===== src/rtl/fmdll_cfg_sequencer.sv =====
// -----------------------------------------------------------------------------
// fmdll_cfg_sequencer
//
// Purpose:
//   Runs on clk_ext and drives the FMDLL configuration (M, N) and its reset.
//   A host request selects one N/M pair from a fixed ratio table. The block
//   applies the pair, holds the DLL in reset, waits a settle window, then
//   watches the synchronized Sel output. The sequence ends with a one-cycle
//   ack that reports either lock or timeout.
//
// Ports:
//   clk_ext    in   1  reference clock, sole clock of the block
//   rst        in   1  asynchronous, active-high reset
//   req        in   1  start request, sampled on rising clk_ext
//   ratio_idx  in   3  ratio table index, captured with req
//   ack        out  1  one-cycle completion pulse (first DONE cycle)
//   M          out  2  DLL divider setting
//   N          out  4  DLL multiplier setting
//   dll_rst_n  out  1  active-low reset to the FMDLL
//   sel_in     in   2  FMDLL Sel, asynchronous to clk_ext
//   busy       out  1  high from request accept until ack
//   locked     out  1  last sequence ended in lock
//   err        out  2  00 none, 01 invalid index, 10 timeout
// -----------------------------------------------------------------------------
module fmdll_cfg_sequencer #(
  parameter int RST_CYC    = 4,
  parameter int SETTLE_CYC = 16,
  parameter int LOCK_CYC   = 32,
  parameter int TMO_CYC    = 1024
) (
  input  logic       clk_ext,
  input  logic       rst,
  input  logic       req,
  input  logic [2:0] ratio_idx,
  output logic       ack,
  output logic [1:0] M,
  output logic [3:0] N,
  output logic       dll_rst_n,
  input  logic [1:0] sel_in,
  output logic       busy,
  output logic       locked,
  output logic [1:0] err
);

  // One counter width covers every window; sized from the largest parameter.
  localparam int MAX_A   = (RST_CYC  > SETTLE_CYC) ? RST_CYC  : SETTLE_CYC;
  localparam int MAX_B   = (LOCK_CYC > TMO_CYC)    ? LOCK_CYC : TMO_CYC;
  localparam int MAX_CYC = (MAX_A    > MAX_B)      ? MAX_A    : MAX_B;
  localparam int CW      = $clog2(MAX_CYC + 1);

  localparam logic [CW-1:0] RST_LAST    = CW'(RST_CYC - 1);
  localparam logic [CW-1:0] SETTLE_LAST = CW'(SETTLE_CYC - 1);
  localparam logic [CW-1:0] LOCK_LAST   = CW'(LOCK_CYC - 1);
  localparam logic [CW-1:0] TMO_LAST    = CW'(TMO_CYC - 1);
  localparam logic [CW-1:0] ONE         = CW'(1);

  localparam logic [1:0] ERR_NONE = 2'b00;
  localparam logic [1:0] ERR_IDX  = 2'b01;
  localparam logic [1:0] ERR_TMO  = 2'b10;

  typedef enum logic [2:0] {
    S_IDLE,
    S_DRST,
    S_SETTLE,
    S_WATCH,
    S_DONE
  } state_t;

  state_t        state, state_d;
  logic [CW-1:0] cnt, cnt_d;       // DRST and SETTLE window counter
  logic [CW-1:0] stab, stab_d;     // consecutive unchanged-Sel compares
  logic [CW-1:0] tmo, tmo_d;       // cycles spent in WATCH
  logic          bad_idx, bad_d;   // captured request used an invalid index
  logic [1:0]    m_d;
  logic [3:0]    n_d;
  logic          rstn_d, ack_d, busy_d, locked_d;
  logic [1:0]    err_d;

  // Sel synchronizer plus one history stage for the stability compare.
  logic [1:0] sel_s1, sel_sync, sel_prev;
  logic       sel_same;

  // Ratio table lookup on the live index; only used on the accept cycle.
  logic       tbl_ok;
  logic [1:0] tbl_m;
  logic [3:0] tbl_n;

  // NOTE: every combinational output gets a default before the case so no
  // path leaves it unassigned; that is what keeps latches from being inferred.
  always_comb begin
    tbl_ok = 1'b1;
    tbl_m  = 2'd2;
    tbl_n  = 4'd4;
    case (ratio_idx)
      3'd0:    begin tbl_n = 4'd4;  tbl_m = 2'd2; end
      3'd1:    begin tbl_n = 4'd8;  tbl_m = 2'd2; end
      3'd2:    begin tbl_n = 4'd10; tbl_m = 2'd2; end
      3'd3:    begin tbl_n = 4'd4;  tbl_m = 2'd3; end
      3'd4:    begin tbl_n = 4'd5;  tbl_m = 2'd3; end
      3'd5:    begin tbl_n = 4'd10; tbl_m = 2'd3; end
      default: tbl_ok = 1'b0;
    endcase
  end

  assign sel_same = (sel_sync == sel_prev);

  always_comb begin
    state_d  = state;
    cnt_d    = cnt;
    stab_d   = stab;
    tmo_d    = tmo;
    bad_d    = bad_idx;
    m_d      = M;
    n_d      = N;
    rstn_d   = dll_rst_n;
    ack_d    = 1'b0;
    busy_d   = busy;
    locked_d = locked;
    err_d    = err;

    case (state)
      S_IDLE, S_DONE: begin
        if (req) begin
          busy_d   = 1'b1;
          locked_d = 1'b0;
          err_d    = ERR_NONE;
          cnt_d    = '0;
          bad_d    = ~tbl_ok;
          state_d  = S_DRST;
          // An invalid index leaves M, N and the DLL reset untouched; it
          // passes through DRST for one cycle only to give busy its cycle.
          if (tbl_ok) begin
            m_d    = tbl_m;
            n_d    = tbl_n;
            rstn_d = 1'b0;
          end
        end
      end

      S_DRST: begin
        if (bad_idx) begin
          err_d   = ERR_IDX;
          ack_d   = 1'b1;
          busy_d  = 1'b0;
          state_d = S_DONE;
        end else if (cnt == RST_LAST) begin
          rstn_d  = 1'b1;
          cnt_d   = '0;
          state_d = S_SETTLE;
        end else begin
          cnt_d = cnt + ONE;
        end
      end

      S_SETTLE: begin
        if (cnt == SETTLE_LAST) begin
          stab_d  = '0;
          tmo_d   = '0;
          state_d = S_WATCH;
        end else begin
          cnt_d = cnt + ONE;
        end
      end

      S_WATCH: begin
        tmo_d  = tmo + ONE;
        stab_d = sel_same ? (stab + ONE) : '0;
        // Lock needs LOCK_CYC consecutive unchanged compares: LOCK_CYC-1
        // already counted plus this one. Checked first so lock beats timeout.
        if (sel_same && (stab == LOCK_LAST)) begin
          locked_d = 1'b1;
          ack_d    = 1'b1;
          busy_d   = 1'b0;
          state_d  = S_DONE;
        end else if (tmo == TMO_LAST) begin
          err_d    = ERR_TMO;
          locked_d = 1'b0;
          ack_d    = 1'b1;
          busy_d   = 1'b0;
          state_d  = S_DONE;
        end
      end

      default: state_d = S_IDLE;
    endcase
  end

  // NOTE: all state is updated with non-blocking assignments so every flop
  // samples the pre-edge values, independent of statement order.
  always_ff @(posedge clk_ext or posedge rst) begin
    if (rst) begin
      state     <= S_IDLE;
      cnt       <= '0;
      stab      <= '0;
      tmo       <= '0;
      bad_idx   <= 1'b0;
      M         <= 2'd2;
      N         <= 4'd4;
      dll_rst_n <= 1'b0;
      ack       <= 1'b0;
      busy      <= 1'b0;
      locked    <= 1'b0;
      err       <= ERR_NONE;
      sel_s1    <= 2'b00;
      sel_sync  <= 2'b00;
      sel_prev  <= 2'b00;
    end else begin
      state     <= state_d;
      cnt       <= cnt_d;
      stab      <= stab_d;
      tmo       <= tmo_d;
      bad_idx   <= bad_d;
      M         <= m_d;
      N         <= n_d;
      dll_rst_n <= rstn_d;
      ack       <= ack_d;
      busy      <= busy_d;
      locked    <= locked_d;
      err       <= err_d;
      sel_s1    <= sel_in;
      sel_sync  <= sel_s1;
      sel_prev  <= sel_sync;
    end
  end

endmodule

===== config.mk =====
export PLATFORM = sky130hd
export DESIGN_NAME = fmdll_cfg_sequencer
export DESIGN_NICKNAME = d
export VERILOG_FILES = /design/src/rtl/fmdll_cfg_sequencer.sv
export SDC_FILE = /design/constraint.sdc
export NUM_CORES = 1
export LEC_CHECK = 0
export ABC_AREA = 0
export CORE_MARGIN = 2
export CORE_UTILIZATION = 47
export CTS_BUF_LIST = sky130_fd_sc_hd__clkbuf_4 sky130_fd_sc_hd__clkbuf_8
export CTS_CLUSTER_SIZE = 28
export DETAILED_ROUTE_END_ITERATION = 7
export GPL_TIMING_DRIVEN = 0
export HOLD_SLACK_MARGIN = 0.05
export PLACE_DENSITY = 0.64
export SKIP_CTS_REPAIR_TIMING = 1
export SLEW_MARGIN = 25
export SYNTH_ARGS = -nofsm -noshare
export SYNTH_HDL_FRONTEND = slang
export SYNTH_SLANG_ARGS = --single-unit

===== constraint.sdc =====
create_clock -name clk_ext -period 2.3 [get_ports clk_ext]
set_input_delay 0.23 -clock clk_ext [delete_from_list [all_inputs] [get_ports clk_ext]]
set_output_delay 0.23 -clock clk_ext [all_outputs]
set_load 0.03 [all_outputs]

==> metrics.cfg, run 1 <==
[detailed_routing]
vias=2248
drt_iter0_markers=147
dr_wl_met2_um=2720
top_layer_used=met4
drt-total-wl_um=5700
wl_met3_um=147
wire_per_inst_um=14.8
drt_pre_antenna_iters=4
drc=0
ant_nets=0
wl_met1_um=2770
avgViaCountPerCell=5.85

[floorplan]
initial_core_util_pct=48.3
rows=28
ios=20
coreArea_um2=5850
die_area_um2=6650
die_w_um=81.6
die_h_um=81.6

[clock_network]
cts.path.max_buffers=2
clk_latency_ps=310
clockRootBuffer=clkbuf_8
clk_pin_slew_ps=90
numCtsBuffers=5
ctsHtreeMaxLevel=2
cts_tree=done
clock_sinks=54

[cells_and_area]
fin_cells=384
fillers=534
n_antenna_cell=0
regArea_um2=1350
drive_gt1_share_pct=11.3
multi_input_area_um2=1360
nets=319
areaGrowthSynthToFinish_pct=14.0

[worst_setup_path]
worstSetupStartpointType=flop
crit_type=flop to flop
arrival_ps=2290
cp-end-kind=flop
required_ps=2530
crit_fanout=10

[yosys]
syn_area_um2=2830
synth_top_area_share_pct=46.9
ys_top_cells_by_area=dfrtp_1, a21oi_1, nand2_1
ys_types=60
async_flop_share_pct=100
synth_ff_type=dfrtp_1
yosysWarnings=0
yosysTopAreaCell=dfrtp_1
synth_edf_count=0
synth_cells=282
syn-num-nets=293
avgSynthCellArea_um2=10.0
yosysSeqAreaShare_pct=47.9
synth-seq-cells=54

[sta]
relSlewSlack_pct=65.3
period_needed_ps=2060
clock_skew_ps=12.0
finalCritPeriodShare_pct=89.5
drv_slew=0
fmax_mhz=486
setup_tns_ps=0
report.final.setup_viol=0
worst_pin_slew_ps=519
hold_viol=0
rsz0062_at_grt=no

[place]
io_buffer_count=18
gp_congestion=0.761
placed_cells=376
dpl.hpwl_um=3980

[run_status]
status=completed

[power]
vdd_drop_max_mv=0.545
leakage_nw=1.35
pwr_density_cell_nw_per_um2=897

[grt]
gr-usage-all-layers_pct=18.7
grt_overflow=0
grt_pass1_vias=2107
antenna_found_initial=0
grt_max_degree=54
grt_pass1_wl_um=9670

[worst_hold_path]
min_path_type=input port to async pin

[run]
drv_cap=0

cell type report:
type	instances	area share (%)
clock buffer	7	2.60
multi-input combinational	206	42.2
clock inverter	1	0.233
sequential	54	42.0
inverter	9	1.13
buffer	13	2.49
tap	75	2.91
timing repair buffer	19	6.45
final timing paths:
check,from,endpoint,slack (ps),cells after the start
worst min-delay path,rst,N[2],300,2
worst max-delay path,cnt[0],cnt[3],240,6
max in group asynchronous,rst,cnt[1],1740,3
worst max register to register,cnt[0],cnt[3],240,6
min in group clk_ext,sel_s1[0],sel_sync[0],350,0
worst min register to register,sel_s1[0],sel_sync[0],350,0
Yosys cell counts (3+ instances only):
| cell type | number |
|---|---|
| o21ai_0 | 19 |
| nor2_1 | 10 |
| a21oi_1 | 24 |
| a22o_1 | 8 |
| or3_1 | 4 |
| buf_2 | 4 |
| dfrtp_1 | 53 |
| xor2_1 | 5 |
| buf_4 | 3 |
| nor3b_1 | 3 |
| nor2b_1 | 3 |
| nand2_1 | 26 |
| and3_1 | 7 |
| nor4_1 | 4 |
| nand3_1 | 15 |
| inv_1 | 9 |
| ha_1 | 3 |
| mux2i_1 | 3 |
| nor3_1 | 3 |
| o31ai_1 | 9 |
| or4_1 | 7 |
| nand4_1 | 9 |
| clkbuf_1 | 4 |
cells in the final DEF (no fill, tap or decap), types with 3 or more instances in the layout:
master           instances
nor4_1                   4
nand3_1                 15
clkbuf_8                 5
a22o_1                   8
o31ai_1                  9
nand4_1                  9
mux2i_1                  3
and3_1                   7
dfrtp_1                 53
or4_1                    7
clkbuf_1                 4
nor2b_1                  3
or3_1                    4
nor3_1                   3
nor3b_1                  3
xor2_1                   5
buf_4                    3
o21ai_0                 19
inv_1                    8
nand2_1                 26
nor2_1                  10
a21oi_1                 24
ha_1                     3
clkdlybuf4s50_1         18
buf_2                    4
critical path, cell delays in order, from the launching register on:
cell     delay, ps
dfrtp_1        410
ha_1           240
and3_1         240
and4_1         230
buf_2          190
or4_1          510
a21oi_1        160
cell families after synthesis:
logic type	synth area share, %
AO/OA/AOI/OAI	20.2
XOR/XNOR	1.55
adder cells (fa/ha/maj)	1.33
other	0.133
buffers and inverters	4.03
multiplexers	1.46
flip-flops	47.9
AND/OR/NAND/NOR	23.4
state kept, by name (all words and copies together), names as in the netlist, 2 cells and up:
register  cells
cnt          11
state         3
sel_sync      2
err           2
sel_prev      2
N             4
tmo          11
sel_s1        2
stab         11
power by group:
part           switching, mW  internal [mW]
clock                  0.306          0.240
sequential             0.121           1.12
combinational          0.641          0.465
total                   1.07           1.82
layer usage:
metal / up-vias / GRT usage [%]
met4: 0 / 5.25
met2: 29 / 30.2
met3: 5 / 4.07
met1: 1093 / 25.5
met5: - / 0
li1: 1121 / -
through the flow:
stage	hold WS, ps	cell area (µm²)	power, mW	worst slack, ps	utilization, %
after floorplan	261	2830	2.03	419	-
after detailed placement	336	3130	2.37	147	53.5
final	296	3220	2.89	242	55.1
after global placement	332	3100	2.35	-311	53.0
after global routing	288	3220	3.09	158	55.1
after CTS	289	3220	2.93	245	55.1
No activity file was read; power rests on OpenSTA's default activity.
==> run 2, diff against run 1 <==
- CORE_UTILIZATION: 47 -> 61
- PLACE_DENSITY: 0.64 -> 0.8
- clock period: 2.3 -> 2 ns (I/O delays scaled with it)
==> run 2 against run 1 <==
Compared with the run above: power up 20%; die area decreased by 22%; maximum frequency grew 4.2%.
==> metrics.cfg, run 2 (same netlist as run 1, synthesis figures left out) <==
[worst_setup_path]
cp-end-kind=flop
worstSetupStartpointType=flop
cp_top_family=simple AND/OR/NAND/NOR gates
cpPeakStageDelay_ps=520  ; about the same
crit_path_cell_trace=ha_2 -> and3_4 -> and4_1 -> buf_4 -> or4_4 -> a21oi_2
cp_slowest_cell=or4_4
required_ps=2230  ; -300 ps
crit_type=flop to flop
crit_fanout=10  ; unchanged
critPathBufInv=1  ; unchanged
arrival_ps=2210  ; -80 ps

[floorplan]
rows=24  ; -14%
ios=20  ; unchanged
die_h_um=72.1  ; -12%
die_w_um=72.1  ; -12%
initial_core_util_pct=64.0  ; +16 points
coreArea_um2=4410  ; -25%
die_area_um2=5190  ; -22%

[place]
placed_area_um2=3070  ; -1.8%
io_buffer_count=18  ; unchanged
dpl.hpwl_um=3770  ; -5.3%
gp_congestion=0.821  ; +7.9%

[clock_network]
clockRootBuffer=clkbuf_8
cts.path.max_buffers=2  ; unchanged
clock_sinks=54  ; unchanged
clk_pin_slew_ps=100  ; about the same
numCtsBuffers=5  ; unchanged
cts_tree=done
ctsHtreeMaxLevel=2  ; unchanged
clk_latency_ps=310  ; about the same

[cells_and_area]
n_antenna_cell=0  ; unchanged
final_area_um2=3300  ; +2.6%
drive_gt1_share_pct=15.8  ; +4.4 points
final_cell_mix=dfrtp_1, nand2_1, a21oi_1
final_common_cell=dfrtp_1
reg_top3=cnt (11), stab (11), tmo (11)
areaGrowthSynthToFinish_pct=16.9
nets=327  ; +2.5%
utilization_pct=74.9  ; +20 points

[detailed_routing]
drt_pre_antenna_iters=4  ; unchanged
drt-total-wl_um=5680  ; -0.30%
vias=2293  ; +2.0%
drt_iter0_markers=173  ; +18%
ant_nets=0  ; unchanged
avgViaCountPerCell=6.21  ; +6.1%
wire_per_inst_um=15.4  ; +3.8%
drc=0  ; unchanged

[sta]
finalCritPeriodShare_pct=98.8  ; +9.3 points
hold_ws_ps=323  ; +26.9 ps
fmax_mhz=506  ; +4.2%
relSlewSlack_pct=56.5  ; -8.8 points
period_needed_ps=1980  ; -82.7 ps
report.final.setup_viol=0  ; unchanged
hold_viol=0  ; unchanged
worst_pin_slew_ps=653  ; +134 ps
clock_skew_ps=12.9  ; +0.930 ps
drv_slew=0  ; unchanged

[power]
leakage_nw=1.40  ; +3.8%
pwr_density_cell_nw_per_um2=1050  ; +17%
power.switching_mw=1.28  ; +20%
vdd_drop_max_mv=1.01  ; +86%
internal_power_mw=2.19  ; +20%
clkPwrFrac_pct=19.5  ; +0.6 points
seqPwrFrac_pct=41.1  ; -1.7 points
comb_power_share_pct=39.4  ; +1.1 points
swShare_pct=36.9  ; -0.039 points

[grt]
antenna_found_initial=0  ; unchanged
grt_max_degree=55  ; +1.9%
grt_overflow=0  ; unchanged
gr-usage-all-layers_pct=23.9  ; +5.1 points
grt_pass1_wl_um=9700  ; +0.36%
grt_pass1_vias=2135  ; +1.3%

[run]
drv_cap=0  ; unchanged

[worst_hold_path]
min_path_type=input port to async pin

[run_status]
status=completed

-- run 2: worst reg2reg max path, stage by stage (launching register included) --
cell and delay, ps:
dfrtp_1 410, ha_2 230, and3_4 210, and4_1 220, buf_4 180, or4_4 520, a21oi_2 140
-- run 2: layout make-up --
type | instances | area [µm²]
Tap cell | 52 | 65.1
Fill cell | 325 | 1110
Buffer | 13 | 86.3
Sequential cell | 54 | 1350
Timing Repair Buffer | 27 | 248
Clock buffer | 7 | 96.3
Multi-Input combinational cell | 206 | 1410
Inverter | 9 | 36.3
Clock inverter | 1 | 8.76
-- run 2: power by group through the flow --
stage | Sequential (mW) | Clock [mW] | Combinational (mW)
6_report | 1.43 | 0.675 | 1.37
5_1_grt | 1.46 | 0.736 | 1.49
4_1_cts | 1.43 | 0.696 | 1.28
3_5_place_dp | 1.44 | 0 | 1.27
3_3_place_gp | 1.44 | 0 | 1.25
2_1_floorplan | 1.59 | 0 | 0.749
-- run 2: final timing paths --
path                                 from     endpoint  slack, ps  cells after the start
max in group asynchronous             rst       cnt[3]       1220                      2
worst min-delay path                  rst  sel_sync[1]        320                      2
min in group clk_ext            sel_in[1]    sel_s1[1]        330                      1
worst max register to register     cnt[0]       cnt[3]         20                      6
worst min register to register  sel_s1[1]  sel_sync[1]        360                      0
worst max-delay path               cnt[0]       cnt[3]         20                      6
-- run 2: stage by stage --
stage                     setup TNS (ps)  power (mW)  setup WS [ps]  cells
after CTS                          -74.7        3.40          -74.7    360
final                                  0        3.47           24.9    369
after global placement            -26840        2.68           -502    352
after global routing               -24.5        3.69          -12.5    369
after floorplan                        0        2.34            119    282
after detailed placement            -428        2.71          -78.5    352
-- run 2: routing by layer --
metal | global-route usage, % | share of wire [%]
met5 | 0 | 0
met4 | 9.43 | 1.5
met3 | 4.72 | 4.7
met2 | 37.5 | 48
met1 | 32.9 | 46
